File: src/rtl/handler_tx_arbiter.sv
// Round-robin merge of per-kernel AXI streams into one handler stream; each packet is a header beat then payload.
// Optional packet counter output enabled by defining HANDLER_TX_STATS_EN.
module handler_tx_arbiter #(
    parameter int NUM_KERNELS = 2,
    parameter int DATA_WIDTH  = 64
) (
    input  logic                              clock,
    input  logic                              reset_n,
    input  logic [NUM_KERNELS*DATA_WIDTH-1:0] s_axis_tdata,
    input  logic [NUM_KERNELS-1:0]            s_axis_tvalid,
    input  logic [NUM_KERNELS-1:0]            s_axis_tlast,
    output logic [NUM_KERNELS-1:0]            s_axis_tready,
    input  logic [NUM_KERNELS*4-1:0]          s_amhandler,
    input  logic [15:0]                       address_offset,
    output logic [DATA_WIDTH-1:0]             m_axis_tdata,
    output logic                              m_axis_tvalid,
    output logic                              m_axis_tlast,
    input  logic                              m_axis_tready
`ifdef HANDLER_TX_STATS_EN
    ,
    output logic [31:0]                       pkt_count
`endif
);

    localparam int IDX_W = (NUM_KERNELS > 1) ? $clog2(NUM_KERNELS) : 1;

    typedef enum logic [1:0] {
        ST_IDLE    = 2'd0,
        ST_HEADER  = 2'd1,
        ST_PAYLOAD = 2'd2
    } state_t;

    state_t                 state_q;
    logic [IDX_W-1:0]       rr_ptr_q;
    logic [IDX_W-1:0]       grant_q;
    logic [3:0]             handler_q;

    logic [IDX_W-1:0]       grant_d;
    logic                   req_found_s;
    logic [NUM_KERNELS-1:0] rot_valid_s;
    logic [3:0]             req_handler_s;
    logic [DATA_WIDTH-1:0]  g_data_s;
    logic                   g_valid_s;
    logic                   g_last_s;
    logic [15:0]            hdr_addr_s;
    logic                   pkt_done_s;

    // Round-robin search: rotate requests so rr_ptr sits at bit 0, take the lowest set bit.
    always_comb begin
        int cand;
        cand        = 0;
        grant_d     = rr_ptr_q;
        req_found_s = 1'b0;
        rot_valid_s = NUM_KERNELS'({s_axis_tvalid, s_axis_tvalid} >> rr_ptr_q);
        for (int i = 0; i < NUM_KERNELS; i++) begin
            if (!req_found_s && rot_valid_s[i]) begin
                req_found_s = 1'b1;
                cand        = int'(rr_ptr_q) + i;
                if (cand >= NUM_KERNELS) begin
                    cand = cand - NUM_KERNELS;
                end else begin
                    cand = cand;
                end
                grant_d = IDX_W'(cand);
            end else begin
                grant_d = grant_d;
            end
        end
    end

    // Per-kernel muxes: handler of the candidate winner, stream signals of the current grant.
    always_comb begin
        req_handler_s = 4'd0;
        g_data_s      = '0;
        g_valid_s     = 1'b0;
        g_last_s      = 1'b0;
        for (int k = 0; k < NUM_KERNELS; k++) begin
            if (grant_d == IDX_W'(k)) begin
                req_handler_s = s_amhandler[k*4 +: 4];
            end else begin
                req_handler_s = req_handler_s;
            end
            if (grant_q == IDX_W'(k)) begin
                g_data_s  = s_axis_tdata[k*DATA_WIDTH +: DATA_WIDTH];
                g_valid_s = s_axis_tvalid[k];
                g_last_s  = s_axis_tlast[k];
            end else begin
                g_data_s  = g_data_s;
            end
        end
    end

    assign hdr_addr_s = address_offset + 16'(grant_q);
    assign pkt_done_s = (state_q == ST_PAYLOAD) && g_valid_s && m_axis_tready && g_last_s;

    // Output steering: header is built from latched fields, payload passes straight through.
    always_comb begin
        m_axis_tdata  = '0;
        m_axis_tvalid = 1'b0;
        m_axis_tlast  = 1'b0;
        s_axis_tready = '0;
        case (state_q)
            ST_HEADER: begin
                m_axis_tdata[55:52] = handler_q;
                m_axis_tdata[39:24] = hdr_addr_s;
                m_axis_tvalid       = 1'b1;
            end
            ST_PAYLOAD: begin
                m_axis_tdata  = g_data_s;
                m_axis_tvalid = g_valid_s;
                m_axis_tlast  = g_last_s;
                for (int k = 0; k < NUM_KERNELS; k++) begin
                    if (grant_q == IDX_W'(k)) begin
                        s_axis_tready[k] = m_axis_tready;
                    end else begin
                        s_axis_tready[k] = 1'b0;
                    end
                end
            end
            default: begin
                m_axis_tvalid = 1'b0;
            end
        endcase
    end

    // Packet FSM; the grant and handler are captured once so later input changes cannot alter the header.
    always_ff @(posedge clock or negedge reset_n) begin
        if (!reset_n) begin
            state_q   <= ST_IDLE;
            rr_ptr_q  <= '0;
            grant_q   <= '0;
            handler_q <= 4'd0;
        end else begin
            case (state_q)
                ST_IDLE: begin
                    if (req_found_s) begin
                        grant_q   <= grant_d;
                        handler_q <= req_handler_s;
                        state_q   <= ST_HEADER;
                    end
                end
                ST_HEADER: begin
                    if (m_axis_tready) begin
                        state_q <= ST_PAYLOAD;
                    end
                end
                ST_PAYLOAD: begin
                    if (pkt_done_s) begin
                        state_q  <= ST_IDLE;
                        rr_ptr_q <= (grant_q == IDX_W'(NUM_KERNELS - 1)) ? '0 : grant_q + IDX_W'(1);
                    end
                end
                default: begin
                    state_q <= ST_IDLE;
                end
            endcase
        end
    end

`ifdef HANDLER_TX_STATS_EN
    logic [31:0] pkt_count_q;

    // Completed-packet counter, wraps naturally at 2^32.
    always_ff @(posedge clock or negedge reset_n) begin
        if (!reset_n) begin
            pkt_count_q <= 32'd0;
        end else if (pkt_done_s) begin
            pkt_count_q <= pkt_count_q + 32'd1;
        end
    end

    assign pkt_count = pkt_count_q;
`endif

endmodule

File: config.mk
export PLATFORM = sky130hd
export DESIGN_NAME = handler_tx_arbiter
export DESIGN_NICKNAME = d
export VERILOG_FILES = /design/src/rtl/handler_tx_arbiter.sv
export SDC_FILE = /design/constraint.sdc
export NUM_CORES = 1
export LEC_CHECK = 0
export CORE_UTILIZATION = 26
export CTS_CLUSTER_DIAMETER = 30
export DETAILED_ROUTE_END_ITERATION = 7
export PLACE_DENSITY = 0.8
export REMOVE_ABC_BUFFERS = 1
export SLEW_MARGIN = 20
export SYNTH_ARGS = -nofsm -noshare
export SYNTH_HDL_FRONTEND = slang
export SYNTH_SLANG_ARGS = --single-unit
File: constraint.sdc
create_clock -name clock -period 1.8 [get_ports clock]
set_clock_uncertainty 0.05 [all_clocks]
set_input_delay 0.36 -clock clock [delete_from_list [all_inputs] [get_ports clock]]
set_output_delay 0.36 -clock clock [all_outputs]
set_load 0.01 [all_outputs]
# Word-level counts from Yosys, hierarchy flattened

Cells that the tools add are included.

Flip-flop bits (word level): 8
Bits in latches: 0
Memory bits (writable): 0
ROM bits: 0
Bits of input ports: 159
Output and inout port bits: 68
Logic and storage cells: 51
Memories: 0

Add/subtract/negate cells: 5
Multiply operators: 0
Div/mod/pow operators: 0
Order comparisons: 2
Equal/unequal tests: 5
Shifts and indexed selects: 1
Mux-type cells: 25
Bitwise gates (word level): 0
Reduce and logical (&&, ||, !) cells: 9

Operators by type and width:

| cell                | number |
|---|---|
| $mux 64             | 1 |
| $pmux 16 s2         | 1 |
| $mux 24             | 1 |
| $add 16x1->16       | 1 |
| $mux 1              | 12 |
| $mux 12             | 1 |
| $mux 2              | 4 |
| $mux 8              | 1 |
| $pmux 4 s2          | 1 |
| $ne 2x2->1 const B  | 3 |
| $pmux 2 s3          | 1 |
| $logic_and 1x1->1   | 4 |
| $mux 4              | 1 |
| $reduce_and 2->1    | 2 |
| $shr 4x1->2         | 1 |
| $reduce_and 3->1    | 1 |
| $add 1x1->2 const B | 1 |
| $eq 2x1->1 const B  | 1 |
| $eq 2x2->1 const B  | 1 |
| $ge 1x2->1 const B  | 1 |
| $ge 2x2->1 const B  | 1 |
| $logic_not 2->1     | 1 |
| $pmux 1 s2          | 1 |
| $sub 1x1->1 const B | 2 |
| other kinds (2)     | 2 |

# Longest topological paths before layout

Gate-level depths: netlist of the first run.

Depth after elaboration: 7
Depth in mapped cells: 7
Mapped depth without buffers: 6

# Worst setup path after synthesis of the first run

No wires, ideal clock.

Path type: reg2out
Start: register state_q[0]
End: output m_axis_tdata[10]
Arrival: 1.457 ns
Path slack: -0.067 ns
Stages on the path, launching flop included: 7
Cell sequence: dfrtp_1 > inv_1 > ha_1 > buf_2 > clkbuf_1 > clkbuf_1 > nor2b_1

Cells in the longest elaborated chain, start to end: 2

RTL lines:

| item                     | line | RTL |
|---|---|---|
| start: declaration       | 33   | `state_t state_q;` |
| start signal: assignment | 129  | `state_q <= ST_IDLE;` |
| start signal: assignment | 139  | `state_q <= ST_HEADER;` |
| start signal: assignment | 144  | `state_q <= ST_PAYLOAD;` |
| $eq 2x2->1               | 102  | `case (state_q)` |
| $mux 24                  | 102  |  |
| end: declaration         | 15   | `output logic [DATA_WIDTH-1:0] m_axis_tdata,` |

Every way passes these cells.

# Worst setup path after layout of the first run

Start: register grant_q
End: output m_axis_tdata[28]

Cells in the longest elaborated chain, start to end: 2

RTL lines:

| item                                     | line   | RTL |
|---|---|---|
| start: declaration                       | 35     | `logic [IDX_W-1:0] grant_q;` |
| start signal: assignment                 | 137    | `grant_q <= grant_d;` |
| $add 16x1->16 or $mux 64 (tied branches) | 93, 83 |  |
| $pmux 16 s2 *                            | 102    |  |

Every way passes the cells marked *; elsewhere a longest branch is shown, timed or not.

==> results of run 1 <==
-- layer usage --
layer | track usage | share of wire | wire, µm
met3 | 0.03976 | 0.058 | 664
met1 | 0.2872 | 0.38 | 4315
met5 | 0 | 0 | 0
met4 | 0.09677 | 0.035 | 400
met2 | 0.5089 | 0.53 | 6090
-- sequential cells by signal (all words and copies together), names as in the netlist --
register and flops:
rr_ptr_q 1, state_q 2, handler_q 4, grant_q 1
-- per-stage QoR --
step / setup slack [ns] / util / setup TNS, ns
2_1_floorplan: -2.211 / - / -105.07
4_1_cts: -0.3705 / 0.7002 / -14.03
3_3_place_gp: -0.9561 / 0.6274 / -28.31
3_5_place_dp: -1.007 / 0.6274 / -29.92
5_1_grt: -0.4477 / 0.7171 / -18.07
6_report: -0.3934 / 0.7171 / -14.23
-- worst reg2reg max path, delay by kind of cell, from the launching register on --
kind	cells	cell delay, ns
DFF	1	0.50
buffers and inverters	5	0.70
AOI/OAI and AO/OA	2	0.39
and+or+nand+nor	1	0.10
-- synthesized netlist by cell type (all sizes together), types with 2 or more instances --
| master | instances |
|---|---|
| and3 | 3 |
| mux2i | 60 |
| ha | 5 |
| nor2b | 55 |
| xnor2 | 6 |
| nand2 | 16 |
| a22oi | 9 |
| nor4 | 3 |
| o21ai | 7 |
| buf | 12 |
| nand4 | 8 |
| a21oi | 2 |
| o22ai | 9 |
| dfrtp | 8 |
| mux2 | 11 |
| clkbuf | 9 |
| nand3 | 10 |
| inv | 2 |
| xor2 | 6 |
| o221ai | 2 |
| nor2 | 6 |
-- cells by family (layout without fill, tap and decap cells) --
logic type	after synthesis	count (layout)
muxes	71	71
DFF	8	8
other	0	1
AOI/OAI and AO/OA	34	34
adders and majority gates	5	5
buffers and inverters	23	311
and+or+nand+nor	105	105
xor gates and xnor gates	12	12
-- layout by cell type, fill, tap and decap left out, drive strengths merged, types with 9 or more instances in the layout --
cell type / synthesis / routed
a22oi: 9 / 9
buf: 12 / 145
clkbuf: 9 / 9
clkdlybuf4s50: 0 / 145
mux2: 11 / 11
mux2i: 60 / 60
nand2: 16 / 16
nand3: 10 / 10
nor2b: 55 / 55
o22ai: 9 / 9
-- area by class of cell --
| cell class | instances | area, µm² | share of cell area |
|---|---|---|---|
| repair buffers | 305 | 2902 | 0.5462 |
| multi-input cells | 227 | 2028 | 0.3818 |
| inverters | 2 | 7.507 | 0.001413 |
| well taps | 99 | 123.9 | 0.02332 |
| flip-flops and latches | 8 | 203.9 | 0.03839 |
| clock buffers | 4 | 45.04 | 0.008479 |
| diodes | 1 | 2.502 | 0.0004710 |
-- path summary, 6_finish.rpt --
| path | cells after the start | slack (ns) | end | start |
|---|---|---|---|---|
| max | 7 | -0.39 | m_axis_tdata[28] | grant_q |
| min in group clock | 2 | 0.45 | handler_q[1] | handler_q[1] |
| max in group asynchronous | 1 | 1.06 | grant_q | reset_n |
| min | 1 | 0.36 | handler_q[1] | reset_n |
| min reg2reg | 2 | 0.45 | handler_q[1] | handler_q[1] |
| max reg2reg | 8 | -0.02 | state_q[0] | grant_q |
-- what timing repair did --
action                     4_1_cts  5_1_grt
pin swaps                       32       20
resized for setup              376       49
setup endpoints to repair       69       71
gates cloned                    10        2
setup buffers                   21       14
-- where the power goes --
part / switching [W] / internal, W / leakage, nW
clock network: 0.0000732 / 0.000154 / 0.0228
registers: 0.0000699 / 0.000271 / 0.0933
logic: 0.00233 / 0.00316 / 2.38
total: 0.00247 / 0.00359 / 2.50
==> flow_summary.json, run 1 <==
{
  "drc": 0,
  "cts_buffer_depth": 2,
  "critPathBufInv": 4,
  "via_per_inst": 4.902,
  "fin_crit_ns": 2.193,
  "failed_checks": "setup timing",
  "dp_hpwl_um": 7639,
  "synth_top_area_frac": 0.2967,
  "area_delta_synth_final_pct": 162.4,
  "synth_fa_ha_area_frac": 0.03090,
  "clkLatencyLatePin_ns": 0.23,
  "wl_per_cell_um": 17.76,
  "syn_inst": 258,
  "max-vdd-ir-drop_mv": 0.6937,
  "ys_async_sr_fraction": 1.000,
  "yosysSeqAreaShare": 0.09889,
  "htree_levels": 1,
  "grt_overflow_total": 0,
  "instances_no_fill": 646,
  "final.fill_count": 576,
  "crit_family": "buffers and inverters",
  "critPathLaunchType": "flip-flop",
  "muxShareOfSynthArea": 0.3578,
  "worstPathMaxFanout": 6,
  "avgSynthCellArea_um2": 7.847,
  "status": "finished with violations",
  "power_w": 0.006059,
  "placedCellCount": 602,
  "finalInstanceArea_um2": 5313,
  "cpMaxStageDelayCell": "dfrtp_4",
  "core_area_um2": 7408,
  "yosys_warnings": 0,
  "cap_violations": 0,
  "die_h_um": 90.24,
  "synth.area.top_cells": "mux2i_1 (30%), nor2b_1 (17%), dfrtp_1 (9.9%), mux2_2 (6.1%), a22oi_1 (3.3%)",
  "numCtsBuffers": 3,
  "ant_nets": 0,
  "antenna_found_initial": 1,
  "fin_crit_sh": 1.219,
  "slew_viol_final": 0,
  "synth-edff-count": 0,
  "required_ns": 1.39,
  "crit_path_cell_trace": "buf_12 > buf_12 > buf_16 > mux2_4 > a22oi_2 > nor2b_1 > buf_2",
  "synth_top_family_by_area": "multiplexers",
  "grt_max_degree": 23,
  "synth_top_area_cell": "mux2i_1",
  "netlist_area_um2": 2024,
  "hold_ws_ns": 0.3551,
  "crit_top_cell": "buf_12",
  "synth-seq-cells": 8,
  "numPortBuffers": 226,
  "first_iter_violations": 78,
  "critical-path-max-stage-delay_ns": 0.50,
  "grt_pass1_vias": 3314,
  "tightestPinTransition_ns": 0.3472,
  "drtPass1Iterations": 4,
  "crit_type": "flip-flop to primary output",
  "fin_ws_ns": -0.3934,
  "vias": 3167,
  "synth_xor_area_frac": 0.05192,
  "hold_viol_final": 0,
  "dieWidth_um": 90.24,
  "wl_um": 11470,
  "leakagePower_nw": 2.495,
  "path_clk_slew_ns": 0.04,
  "yosys.cell_types.count": 34,
  "end_kind": "primary output",
  "cts_hold_buffers": 0,
  "hp-class": "primary input to async pin",
  "p_per_area_nw_per_um2": 1141,
  "fp.dieArea_um2": 8143,
  "synth-main-ff-cell": "dfrtp_1",
  "slew-limit-headroom": 0.7678,
  "ios": 227,
  "rows": 31,
  "cts_tree": "done",
  "synth_simple_gate_area_frac": 0.2930,
  "synth_compound_area_frac": 0.1112,
  "place_area_um2": 4648,
  "grtUsageTotal": 0.2639,
  "grt_pass1_wl_um": 17130,
  "finalSetupViolCount": 70,
  "crit_arrival_ns": 1.78,
  "layout-drive-gt1-share": 0.3901,
  "final_nets": 711,
  "place.gp.congestion": 0.9035,
  "cts_sinks": 8,
  "floorplan.initialDensity": 0.2733,
  "max_freq_ghz": 0.4559,
  "root_buffer": "clkbuf_8",
  "rsz0062_at_grt": "yes"
}
Power figures use the tool's default switching activity.
==> run 2, diff against run 1 <==
--- a/config.mk
+++ b/config.mk
@@ -8,9 +8,9 @@
 export CORE_UTILIZATION = 26
 export CTS_CLUSTER_DIAMETER = 30
 export DETAILED_ROUTE_END_ITERATION = 7
-export PLACE_DENSITY = 0.8
+export PLACE_DENSITY = 0.88
 export REMOVE_ABC_BUFFERS = 1
-export SLEW_MARGIN = 20
+export SLEW_MARGIN = 15
 export SYNTH_ARGS = -nofsm -noshare
 export SYNTH_HDL_FRONTEND = slang
 export SYNTH_SLANG_ARGS = --single-unit
==> run 2 against run 1 <==
Effect of this change:
- the run still ends with setup timing left
- via count up 6.3%
- design area up 5.6%
- wire length up 7.6%
- setup slack worse by 0.047 ns
- sequential share of layout area down 0.20 points
- largest power group unchanged
- total power up 9.0%
- core utilization up 4.0 points
- maximum frequency down 2.1%
- critical path type is now primary input to primary output
==> flow_summary.json, run 2 (synthesis results as in run 1) <==
{
  "largest_reg_flops": 4,
  "first_iter_violations": 107,
  "cts_buffer_depth": 2,
  "critical-path-max-stage-delay_ns": 0.54,
  "critPathBufInv": 2,
  "slew_viol_final": 0,
  "cts_hold_buffers": 0,
  "grt_overflow_total": 0,
  "grt_pass1_vias": 3564,
  "layout.cells.most_common_list": "clkdlybuf4s50_1 (144), buf_2 (63), mux2i_1 (53)",
  "via_per_inst": 5.098,
  "dp_hpwl_um": 7743,
  "end_kind": "primary output",
  "place_area_um2": 4648,
  "core_area_um2": 7408,
  "clkLatencyLatePin_ns": 0.24,
  "cts_tree": "done",
  "final_nets": 725,
  "finalSetupViolCount": 69,
  "dieWidth_um": 90.24,
  "wl_um": 12350,
  "grt_pass1_wl_um": 18050,
  "grt_max_degree": 20,
  "max_freq_ghz": 0.4463,
  "floorplan.initialDensity": 0.2733,
  "numCtsBuffers": 3,
  "ant_nets": 0,
  "fin_crit_ns": 2.241,
  "ios": 227,
  "failed_checks": "setup timing",
  "htree_levels": 1,
  "layout_commonest_cell": "clkdlybuf4s50_1",
  "crit_path_cell_trace": "clkdlybuf4s50_1 > nand4_1 > nor4_4 > nand2_1 > o221ai_2 > buf_2",
  "antenna_found_initial": 0,
  "layout-drive-gt1-share": 0.4196,
  "rsz0062_at_grt": "yes",
  "hp-class": "primary input to async pin",
  "critPathLaunchType": "primary input",
  "instances_no_fill": 660,
  "numPortBuffers": 226,
  "required_ns": 1.39,
  "wl_per_cell_um": 18.70,
  "grtUsageTotal": 0.2778,
  "drtPass1Iterations": 4,
  "slew-limit-headroom": 0.7470,
  "root_buffer": "clkbuf_8",
  "drc": 0,
  "area_delta_synth_final_pct": 177.0,
  "top_regs": "handler_q x4, state_q x2",
  "status": "finished with violations",
  "fin_crit_sh": 1.245,
  "cts_sinks": 8,
  "cpMaxStageDelayCell": "clkdlybuf4s50_1",
  "crit_type": "primary input to primary output",
  "finalInstanceArea_um2": 5608,
  "die_h_um": 90.24,
  "hold_viol_final": 0,
  "max-vdd-ir-drop_mv": 0.7485,
  "fp.dieArea_um2": 8143,
  "cap_violations": 0,
  "placedCellCount": 602,
  "place.gp.congestion": 0.9143,
  "vias": 3365,
  "worstPathMaxFanout": 3,
  "largest_register": "handler_q",
  "p_per_area_nw_per_um2": 1178,
  "path_clk_slew_ns": 0.04,
  "leakagePower_nw": 2.626,
  "rows": 31,
  "crit_arrival_ns": 1.83,
  "crit_family": "simple AND/OR/NAND/NOR gates",
  "tightestPinTransition_ns": 0.3783,
  "fin_ws_ns": -0.4406
}
run 2: worst reg2reg max path: stages, from the launching register on:
cell,delay (ns)
dfrtp_1,0.36
inv_2,0.07
buf_6,0.12
ha_4,0.18
buf_6,0.14
buf_16,0.13
buf_8,0.12
o211ai_1,0.13
nand3_2,0.13
mux2_4,0.31
run 2: stage by stage:
step                hold WS (ns)  utilization  setup WS (ns)  power (W)  TNS [ns]
detailed placement        0.4269       0.6274         -1.020   0.004435    -34.62
global route              0.3748       0.7566        -0.4613   0.006949    -21.22
global placement          0.4181       0.6274        -0.9556   0.004350    -32.71
floorplan                0.01441            -         -2.211   0.002380   -105.07
CTS                       0.3629       0.7093        -0.3549   0.005937    -13.21
finish                    0.3610       0.7570        -0.4406   0.006607    -17.78
run 2: layer usage:
layer	wire [µm]	up-vias	share of wire	track usage
met1	4451	1559	0.36	0.2926
li1	-	1549	-	-
met4	547	0	0.044	0.1599
met5	0	-	0	0
met2	6543	207	0.53	0.5153
met3	802	50	0.065	0.04822
run 2: path summary, 6_finish.rpt:
path / startpoint / to / slack, ns / cells after the start
worst max-delay path: address_offset[14] / m_axis_tdata[39] / -0.44 / 6
worst min-delay path: reset_n / handler_q[3] / 0.36 / 1
worst max register to register: state_q[0] / state_q[1] / -0.04 / 9
worst min register to register: handler_q[3] / handler_q[3] / 0.46 / 2
max in group asynchronous: reset_n / grant_q / 1.04 / 1
min in group clock: handler_q[3] / handler_q[3] / 0.46 / 2
run 2: timing repair:
| action | in CTS | in global routing |
|---|---|---|
| buffers inserted | 31 | 13 |
| gates resized for setup | 400 | 54 |
| endpoints found under the hold margin | 0 | 0 |
| cloned | 9 | 6 |
| setup endpoints to repair | 68 | 70 |
| pin swaps | 31 | 24 |
run 2: power breakdown:
| part | total, W | leakage, nW | internal, W | switching [W] |
|---|---|---|---|---|
| Clock | 0.000232 | 0.0228 | 0.000154 | 0.0000777 |
| Combinational | 0.00604 | 2.51 | 0.00352 | 0.00252 |
| Sequential | 0.000338 | 0.0933 | 0.000271 | 0.0000664 |
| Total | 0.00661 | 2.63 | 0.00394 | 0.00266 |
run 2: cell type report:
| cell class | count | area, µm² |
|---|---|---|
| fill | 505 | 1800 |
| multi-input combinational | 227 | 2110 |
| timing repair buffer | 319 | 3115 |
| antenna | 1 | 2.502 |
| inverter | 2 | 7.507 |
| sequential | 8 | 203.9 |
| clock buffer | 4 | 45.04 |
| tap | 99 | 123.9 |
==> run 3, diff against run 2 <==
--- a/config.mk
+++ b/config.mk
@@ -5,6 +5,7 @@
 export SDC_FILE = /design/constraint.sdc
 export NUM_CORES = 1
 export LEC_CHECK = 0
+export ABC_CLOCK_PERIOD_IN_PS = 1800
 export CORE_UTILIZATION = 26
 export CTS_CLUSTER_DIAMETER = 30
 export DETAILED_ROUTE_END_ITERATION = 7
==> results of run 3 <==
The final DEF is identical to that of run 2; final timing and power are the same.
